**src/rtl/ram_arbiter.sv**
```systemverilog
// Two-master round-robin arbiter/sequencer for the single-port data RAM; grant+strobe 1 cycle after IDLE sample, read data 3 cycles.
// No backpressure: masters hold i_reqN until o_gntN; requests seen while busy wait for the next IDLE.
module ram_arbiter #(
    parameter int AWIDTH = 8,
    parameter int DWIDTH = 16
) (
    input  logic              clk,
    input  logic              rst,
    input  logic              i_req0,
    input  logic              i_req1,
    input  logic              i_we0,
    input  logic              i_we1,
    input  logic [AWIDTH-1:0] i_addr0,
    input  logic [AWIDTH-1:0] i_addr1,
    input  logic [DWIDTH-1:0] i_wdata0,
    input  logic [DWIDTH-1:0] i_wdata1,
    output logic              o_gnt0,
    output logic              o_gnt1,
    output logic              o_valid0,
    output logic              o_valid1,
    output logic [DWIDTH-1:0] o_rdata0,
    output logic [DWIDTH-1:0] o_rdata1,
    output logic              o_ram_rd,
    output logic              o_ram_wr,
    output logic [AWIDTH-1:0] o_ram_raddr,
    output logic [AWIDTH-1:0] o_ram_waddr,
    output logic [DWIDTH-1:0] o_ram_wdata,
    input  logic [DWIDTH-1:0] i_ram_rdata,
    output logic              o_busy
);

    typedef enum logic [1:0] {IDLE, ISSUE, CAPTURE} state_t;

    state_t state;
    logic   last;
    logic   sel;
    logic   lat_we;

    logic              win;
    logic              win_we;
    logic [AWIDTH-1:0] win_addr;
    logic [DWIDTH-1:0] win_wdata;

    // On contention the master that did not win last time goes next
    assign win       = (i_req0 && i_req1) ? ~last : i_req1;
    assign win_we    = win ? i_we1    : i_we0;
    assign win_addr  = win ? i_addr1  : i_addr0;
    assign win_wdata = win ? i_wdata1 : i_wdata0;

    assign o_busy = (state != IDLE);

    always_ff @(posedge clk or negedge rst) begin
        if (!rst) begin
            state       <= IDLE;
            last        <= 1'b1;
            sel         <= 1'b0;
            lat_we      <= 1'b0;
            o_gnt0      <= 1'b0;
            o_gnt1      <= 1'b0;
            o_valid0    <= 1'b0;
            o_valid1    <= 1'b0;
            o_rdata0    <= '0;
            o_rdata1    <= '0;
            o_ram_rd    <= 1'b0;
            o_ram_wr    <= 1'b0;
            o_ram_raddr <= '0;
            o_ram_waddr <= '0;
            o_ram_wdata <= '0;
        end else begin
            o_gnt0   <= 1'b0;
            o_gnt1   <= 1'b0;
            o_valid0 <= 1'b0;
            o_valid1 <= 1'b0;
            o_ram_rd <= 1'b0;
            o_ram_wr <= 1'b0;
            case (state)
                IDLE: begin
                    if (i_req0 || i_req1) begin
                        sel         <= win;
                        last        <= win;
                        lat_we      <= win_we;
                        o_gnt0      <= ~win;
                        o_gnt1      <= win;
                        o_ram_wr    <= win_we;
                        o_ram_rd    <= ~win_we;
                        o_ram_raddr <= win_addr;
                        o_ram_waddr <= win_addr;
                        if (win_we) begin
                            o_ram_wdata <= win_wdata;
                        end
                        state <= ISSUE;
                    end
                end
                ISSUE: begin
                    state <= lat_we ? IDLE : CAPTURE;
                end
                CAPTURE: begin
                    // RAM output register is valid now; present it to the owner next cycle
                    if (sel) begin
                        o_rdata1 <= i_ram_rdata;
                        o_valid1 <= 1'b1;
                    end else begin
                        o_rdata0 <= i_ram_rdata;
                        o_valid0 <= 1'b1;
                    end
                    state <= IDLE;
                end
                default: state <= IDLE;
            endcase
        end
    end

endmodule

```
**config.mk**
```make
export PLATFORM = sky130hd
export DESIGN_NAME = ram_arbiter
export DESIGN_NICKNAME = d
export VERILOG_FILES = /design/src/rtl/ram_arbiter.sv
export SDC_FILE = /design/constraint.sdc
export NUM_CORES = 1
export LEC_CHECK = 0
export CORE_MARGIN = 2
export CORE_UTILIZATION = 45
export CTS_BUF_LIST = sky130_fd_sc_hd__clkbuf_8
export CTS_CLUSTER_SIZE = 28
export DETAILED_ROUTE_END_ITERATION = 10
export PLACE_DENSITY_LB_ADDON = 0.08
export SYNTH_ARGS = -nofsm -noshare
export SYNTH_HDL_FRONTEND = slang
export SYNTH_SLANG_ARGS = --single-unit
export TNS_END_PERCENT = 10
```
**constraint.sdc**
```tcl
create_clock -name clk -period 3.1 [get_ports clk]
set_input_delay 0.775 -clock clk [delete_from_list [all_inputs] [get_ports clk]]
set_output_delay 0.775 -clock clk [all_outputs]
set_load 0.02 [all_outputs]
```
### Word-level counts from Yosys, hierarchy flattened

Cells that the tools add are included.

* output and inout bits: 71
* RAM bits: 0
* latch bits: 0
* register bits after elaboration: 67
* word-level logic and storage cells: 48
* bits in read-only memories: 0
* memories: 0

* bitwise gates (word level): 4
* mux-type cells: 19
* multipliers: 0
* order comparisons: 0
* add/subtract/negate cells: 0
* reductions and logical operators: 8
* div/mod/pow operators: 0
* shift-type cells: 0
* eq/ne operators: 3

Operator list (count)
* 16-bit 2-to-1 mux: 1
* 1-bit 2-to-1 mux: 14
* 8-bit 2-to-1 mux: 1
* 2-bit AND reduction: 3
* 2-bit 2-to-1 mux: 2
* 1-bit inverter: 4
* 2-bit case mux with 2 select lines: 1
* 3-bit AND reduction: 1
* 2-bit by 1-bit equality test with 1-bit output (second input constant): 1
* 2-bit equality test (second input constant): 1
* 2-bit logical NOT: 1
* 2-bit != test (second input constant): 1
* 2-bit nonzero test: 1
* 1-bit logical AND: 1
* 1-bit logical OR: 1

### Longest topological paths before layout

Gate-level depths: netlist (run 1).

* word-level depth: 6
* mapped depth: 6
* depth with buffers taken out: 4

### Least setup slack after synthesis (run 1)

OpenSTA, ideal clock, no wires.

* path kind: input port to flip-flop
* from: input i_req1
* to: register o_ram_wdata[10]
* cell stages on the path: 6
* data arrival time: 1.750 ns
* slack: 1.256 ns
* cell sequence: nor2b_1 clkbuf_1 or2_1 buf_6 buf_6 a221oi_2

* cells in the longest elaborated chain, start to end: 4
* elaborated cells between the ends (all ways): 6
* classes of those cells: mux: 3; reduce/logical: 3

Ends and longest elaborated chain
* from (decl): line 10 `input logic i_req1,`
* 1-bit logical AND: line 45 `assign win = (i_req0 && i_req1) ? ~last : i_req1;`
* 1-bit 2-to-1 mux: line 45
* 1-bit 2-to-1 mux: line 46 `assign win_we = win ? i_we1 : i_we0;`
* 3-bit AND reduction (no source line)
* to (signal assigned): line 89 `o_ram_wdata <= win_wdata;`
* to (decl): line 27 `output logic [DWIDTH-1:0] o_ram_wdata,`

Parallel ways exist; a longest one is shown, timed or not.
A chain may end at the register's enable or synchronous reset.

### Worst setup path after layout (run 1)

* from: register state[1]
* to: output o_busy

* cells in the longest elaborated chain, start to end: 1

Ends and longest elaborated chain
* from (decl): line 34 `state_t state;`
* from (signal assigned): line 95 `state <= lat_we ? IDLE : CAPTURE;`
* 2-bit nonzero test: line 50 `assign o_busy = (state != IDLE);`
* to (decl): line 29 `output logic o_busy`

No other way between the ends.

==> results by group, run 1 <==
Status
  – Status: completed

Floorplanning
  – Core area: around 0.0063 sq mm
  – Die Width: around 85 um
  – Die area: slightly above 0.007 sq mm
  – Ports: between 100 and 150
  – Row count: 29
  – Initial Util: 0.4648
  – Die height: 84.99 um

Synthesis
  – Yosys top cell by area: dfrtp_1
  – Ys Warns: 0
  – Post-synth net total: around 310
  – Number of synthesized flops with an enable pin: 0
  – Post-synthesis cell type count: 29
  – Cells after synthesis: roughly 240
  – Avg Inst Size Synth: roughly 13 sq um
  – Synth cell count leaders: 66 x dfrtp_1, 32 x mux2_2, 23 x inv_1
  – Post-synth top area share: 0.5596
  – Syn Std Cell Area: between 0.002 and 0.003 sq mm
  – Ranking of synthesized cells by area: dfrtp_1 56%, mux2_2 12%, a221oi_2 5.1%, a31oi_1 3.4%, inv_1 2.9%
  – Most common cell in the synthesized netlist: dfrtp_1
  – Post-synth top flop: dfrtp_1
  – Post-synthesis sequential area ratio: 0.5685
  – Asr flop ratio synth: 1.000
  – #FFs+latches synth: between 60 and 70

Timing
  – Slew @ Worst Pin: 0.9136 ns
  – Fin crit share: 0.8135
  – Setup ws final: 0.5783 ns
  – Highest Clock Rate: 396.6 MHz
  – Final setup fails: 0
  – RSZ-0062 raised after global routing: false
  – Final Hold Fails: 0
  – Hold WS: 0.4561 ns
  – Final Max Slew Viols: 0
  – Setup tns final: 0 ns
  – Slew Limit Headroom: 0.3891
  – Final Skew: 0.01073 ns
  – Minimum clock period: between 2 and 3 ns

Place
  – Routability cong.: between 0.7 and 0.8
  – HPWL after detailed placement: 5062 um
  – Placed insts: 436
  – Area after DPL: around 0.0044 sq mm
  – IO buf count: 140
  – Pre-CTS setup slack: around 0.5 ns

CTS
  – Worst-Skew Late Latency: roughly 0.32 ns
  – Total clock sinks: 67
  – Clock H-tree levels: 3
  – CTS Root Cell: clkbuf_8
  – Clock Tree Buf Depth: 2
  – CTS tree: yes
  – CTS clk-pin slew, worst paths: around 0.07 ns
  – Number of buffers created by CTS: 9
  – Number of setup buffers added after CTS: 0
  – Post-cts sizing count: 0
  – Post-CTS Hold Buffers: 0

Finish
  – Area growth syn-to-layout: 53.96%
  – Layout Nets: 440
  – FF+latch area: roughly 0.0017 sq mm
  – Share of cells above drive strength 1: 0.1872
  – N_diodes: 0
  – Final instance area: between 0.004 and 0.005 sq mm
  – Final Util: 0.7157
  – Fin cells: 451
  – Multi-input logic area: about 0.001 sq mm
  – Filler Cell Count: 499

Min path
  – Hold path start: lat_we$_DFFE_PN0P_
  – Hold path cells: 1
  – Worst min-delay path category: register to register
  – WHS Endpoint: state[1]$_DFFE_PN0P_

Critical path
  – R2R depth: 4
  – Crit path required time: 2.32 ns
  – Worst R2R Start: state[1]$_DFFE_PN0P_
  – Worst path arrival time: approximately 1.8 ns
  – CP startpoint kind: register
  – FF-to-FF End: o_ram_wdata[4]$_DFFE_PN0P_
  – Critical path class: register to output port
  – Worst Setup End Kind: output port
  – Maximum fanout along the worst path: 9
  – R2R setup slack: between 1 and 1.5 ns

Detailed routing
  – Routed WL per cell: around 16 um
  – Detailed Route Iter0 Violations: 63
  – DRT Pass-1 Iters: 4
  – Vias per inst: approximately 5.2
  – DRT Wirelength: just over 7000 um
  – DR DRC count: 0
  – DRT antenna net count: 0
  – Via Count: between 2000 and 2500

Pwr
  – Peak supply drop: approximately 600 uV
  – P_leak: approximately 1.9 nW
  – Pwr Total: 4.754 mW
  – Power Density: 1046 mW/mm^2

GRT
  – Vias in the first global route: about 2400
  – Largest net degree at the start of global routing: around 70
  – Gr usage total: 0.2005
  – Antenna violations before repair: 0
  – First-pass GRT wire length: 11540 um
  – Grt total ovfl: 0

Run
  – Max Cap Violations: 0
==> state kept, by name, indices dropped and copies added, names as in the netlist <==
name,count
o_ram_wdata,16
o_rdata0,16
o_rdata1,16
o_ram_waddr,8
state,2
last,1
lat_we,1
o_gnt0,1
o_gnt1,1
o_ram_rd,1
o_ram_wr,1
o_valid0,1
o_valid1,1
sel,1
==> worst max path at each step <==
stage,startpoint,slack (ns),endpoint
2_1_floorplan,i_req1,1.26,o_ram_wdata[10]$_DFFE_PN0P_
3_3_place_gp,i_req1,0.54,o_ram_wdata[15]$_DFFE_PN0P_
3_5_place_dp,i_req1,0.49,o_ram_wdata[1]$_DFFE_PN0P_
4_1_cts,state[1]$_DFFE_PN0P_,0.54,o_busy
5_1_grt,state[1]$_DFFE_PN0P_,0.48,o_busy
6_report,state[1]$_DFFE_PN0P_,0.58,o_busy
==> area by class of cell <==
class	count	area share
clock buffers	10	0.03029
clock inverters	5	0.01184
inverters	24	0.01982
multi-input cells	119	0.2255
flip-flops and latches	67	0.3692
well taps	77	0.02120
repair buffers	149	0.3221
==> layout by cell type (no fill, tap or decap), drive strengths merged <==
| master | n |
|---|---|
| a31oi | 16 |
| nand4bb | 1 |
| bufinv | 1 |
| clkdlybuf4s50 | 139 |
| a21o | 2 |
| nand3b | 1 |
| nor3b | 2 |
| dfrtp | 66 |
| buf | 10 |
| a221o | 4 |
| mux2i | 6 |
| nor4 | 4 |
| and3 | 1 |
| clkinv | 5 |
| nor2b | 1 |
| o21ai | 9 |
| mux2 | 32 |
| clkbuf | 10 |
| nor3 | 16 |
| and2 | 2 |
| a21boi | 1 |
| nor2 | 4 |
| a221oi | 16 |
| or2 | 1 |
| dfstp | 1 |
| inv | 23 |
==> critical path, stage by stage (launching register included) <==
cell	delay, ns
dfrtp_1	0.42
nor2_1	0.16
clkinv_1	0.24
clkdlybuf4s50_1	0.61
==> where the power goes <==
part	leakage (nW)	total (mW)	switching, mW	internal [mW]
Clock	0.102	0.699	0.312	0.386
Sequential	0.791	1.54	0.236	1.31
Combinational	1.04	2.51	1.22	1.29
==> kinds of logic (layout without fill, tap and decap cells) <==
kind of cell / count (synthesis) / count (layout) / synth area share
flops: 67 / 67 / 0.5685
buf+inv: 50 / 188 / 0.08435
mux: 38 / 38 / 0.1424
simple gates: 33 / 33 / 0.06444
compound gates: 48 / 48 / 0.1403
==> metal layers <==
layer	vias up	part of all wire	GRT usage
met1	1135	0.42	0.2687
met2	100	0.49	0.3161
met3	8	0.080	0.05545
met5	-	0	0
li1	1113	-	-
met4	0	0.015	0.06782
No activity file was read; power rests on OpenSTA's default activity.
==> inputs of run 2 (changes only) <==
- CORE_UTILIZATION: 45 -> 42
- clock period: 3.1 -> 2.4 ns (I/O delays scaled with it)
==> run 2 against run 1 <==
Against the previous run:
- clock power rose by 25%
- critical endpoint unchanged
- clock skew fell by 0.0022 ns
- sequential cell count did not move
- hold slack got worse by 0.20 ns
- sequential power rose by 30%
- largest cell class unchanged
- utilization fell by 4.0 points
==> results by group, run 2 (synthesis results as in run 1) <==
Finish
  – Share of cells above drive strength 1: 0.1936 (+0.006468)
  – Area growth syn-to-layout: 55.57%
  – N_diodes: 0 (unchanged)
  – Top Registers: o_ram_wdata x16, o_rdata0 x16, o_rdata1 x16
  – Filler Cell Count: 553 (+11%)
  – Layout Nets: 442 (+0.45%)
  – Final Util: 0.6759 (-0.03979)
  – Most common cell after layout, fill and taps aside: clkdlybuf4s50_1
  – Commonest non-fill, non-tap cells in the layout: 139 x clkdlybuf4s50_1, 66 x dfrtp_1, 32 x mux2_2
  – Fin cells: 473 (+4.9%)

GRT
  – First-pass GRT wire length: 11600 um (+0.48%)
  – Grt total ovfl: 0 (unchanged)
  – Vias in the first global route: 2379 (+0.85%)
  – Gr usage total: 0.1986 (-0.001887)
  – Largest net degree at the start of global routing: 68 (unchanged)
  – Antenna violations before repair: 0 (unchanged)

Timing
  – Setup ws final: 0.2143 ns (-0.3640 ns)
  – Final Skew: 0.008555 ns (-0.002180 ns)
  – Fin crit share: 0.9107
  – Final Max Slew Viols: 0 (unchanged)
  – RSZ-0062 raised after global routing: false
  – Slew @ Worst Pin: 0.8724 ns (-0.04125 ns)
  – Highest Clock Rate: between 400 and 500 MHz
  – Final Hold Fails: 0 (unchanged)
  – Final setup fails: 0 (unchanged)
  – Minimum clock period: ~2.2 ns
  – Slew Limit Headroom: 0.4184 (+0.02934)
  – Setup tns final: 0 ns (unchanged)

Detailed routing
  – Wl on met1: 3287 um (+10%)
  – Vias per inst: 5.040 (-3.5%)
  – DR DRC count: 0 (unchanged)
  – Top Metal Used: met4
  – DRT Pass-1 Iters: 4 (unchanged)
  – Via Count: 2384 (+1.2%)
  – DRT Wirelength: 7531 um (+5.4%)
  – Met2 routed WL: 3503 um (+0.49%)
  – DRT antenna net count: 0 (unchanged)
  – Detailed Route Iter0 Violations: 67 (+6.3%)
  – Met3 WL: 666 um (+16%)
  – Routed WL per cell: 15.92 um (+0.50%)

Floorplanning
  – Row count: 30 (+3.4%)
  – Die Width: 87.83 um (+3.3%)
  – Die area: 0.007714 sq mm (+6.8%)
  – Ports: 141 (unchanged)
  – Die height: 87.83 um (+3.3%)
  – Initial Util: 0.4344 (-0.03039)
  – Core area: 0.006794 sq mm (+7.0%)

Min path
  – Worst min-delay path category: input pin to asynchronous set/reset pin

CTS
  – Clock H-tree levels: 3 (unchanged)
  – CTS clk-pin slew, worst paths: 0.08 ns (about the same)
  – Number of setup buffers added after CTS: 0 (unchanged)
  – CTS tree: yes
  – Number of buffers created by CTS: 9 (unchanged)
  – Clock Tree Buf Depth: 2 (unchanged)
  – Total clock sinks: 67 (unchanged)
  – CTS Root Cell: clkbuf_8
  – Worst-Skew Late Latency: 0.34 ns (+0.02 ns)
  – Post-CTS Hold Buffers: 0 (unchanged)
  – Post-cts sizing count: 0 (unchanged)

Critical path
  – Worst path arrival time: 1.59 ns (-0.16 ns)
  – Worst Setup End Kind: output port
  – Crit path required time: 1.80 ns (-0.52 ns)
  – CP startpoint kind: register
  – Critical path class: register to output port
  – Slowest stage delay, CP: 0.54 ns (-0.07 ns)
  – Maximum fanout along the worst path: 5 (-4)
  – Slowest cell on crit path: clkdlybuf4s50_1
  – Critical-path cell list: nor2_1 > clkinv_1 > clkdlybuf4s50_1

Status
  – Status: completed

Pwr
  – Net Sw Power: 2.382 mW (+35%)
  – Switching portion of total power: 0.3868 (+0.01438)
  – Peak supply drop: 683.1 uV (+13%)
  – Sequential share of power: 0.325 (about the same)
  – P_leak: 1.933 nW (about the same)
  – Cell-internal power: 3.777 mW (+27%)
  – Pwr Total: 6.159 mW (+30%)
  – Combinational share of power: 0.533 (+0.004)
  – Power Density: 1341 mW/mm^2 (+28%)
  – Clk pwr share: 0.142 (-0.005)

Place
  – Placed insts: 457 (+4.8%)
  – HPWL after detailed placement: 5192 um (+2.6%)
  – Pre-CTS setup slack: -0.05186 ns (-0.5434 ns)
  – Routability cong.: 0.7746 (-2.0%)
  – IO buf count: 140 (unchanged)

Run
  – Max Cap Violations: 0 (unchanged)
## run 2: layout make-up
cell class / count / area [sq um] / area share
Timing Repair Buffer: 151 / 1491 / 0.3248
Sequential cell: 67 / 1678 / 0.3654
Multi-Input combinational cell: 119 / 1025 / 0.2232
Clock buffer: 10 / 137.6 / 0.02997
Clock inverter: 6 / 50.05 / 0.01090
Inverter: 24 / 90.09 / 0.01962
Tap cell: 96 / 120.1 / 0.02616
## run 2: critical path: cells and delay by family (launching register included)
| family | cells | cell delay [ns] |
|---|---|---|
| simple gates | 1 | 0.17 |
| flops | 1 | 0.43 |
| buf+inv | 2 | 0.64 |
## run 2: power by group through the flow
stage	Combinational [mW]	Sequential, mW	Clock (mW)
2_1_floorplan	1.19	2.61	0
3_3_place_gp	3.27	2.00	0
3_5_place_dp	3.30	2.02	0
4_1_cts	3.31	2.00	0.893
5_1_grt	3.49	2.07	0.956
6_report	3.28	2.00	0.876
## run 2: stage by stage
step,hold slack (ns),instance area (sq um)
2_1_floorplan,0.3044,2952
3_3_place_gp,0.4289,4404
3_5_place_dp,0.4218,4404
4_1_cts,0.2685,4592
5_1_grt,0.2708,4592
6_report,0.2574,4592
## run 2: metal layers
metal	up-vias	GRT usage
met5	-	0
met4	0	0.07413
met3	9	0.06503
met2	107	0.3202
met1	1146	0.2500
li1	1122	-
## run 2: path summary, 6_finish.rpt
path / from / to / slack (ns) / cells past startpoint
min in group clk: lat_we$_DFFE_PN0P_ / state[1]$_DFFE_PN0P_ / 0.44 / 1
min: rst / o_rdata1[5]$_DFFE_PN0P_ / 0.26 / 2
max: state[1]$_DFFE_PN0P_ / o_busy / 0.21 / 3
max in group asynchronous: rst / last$_DFFE_PN1P_ / 1.81 / 2
max reg2reg: state[1]$_DFFE_PN0P_ / o_ram_wdata[1]$_DFFE_PN0P_ / 0.37 / 4
min reg2reg: lat_we$_DFFE_PN0P_ / state[1]$_DFFE_PN0P_ / 0.44 / 1
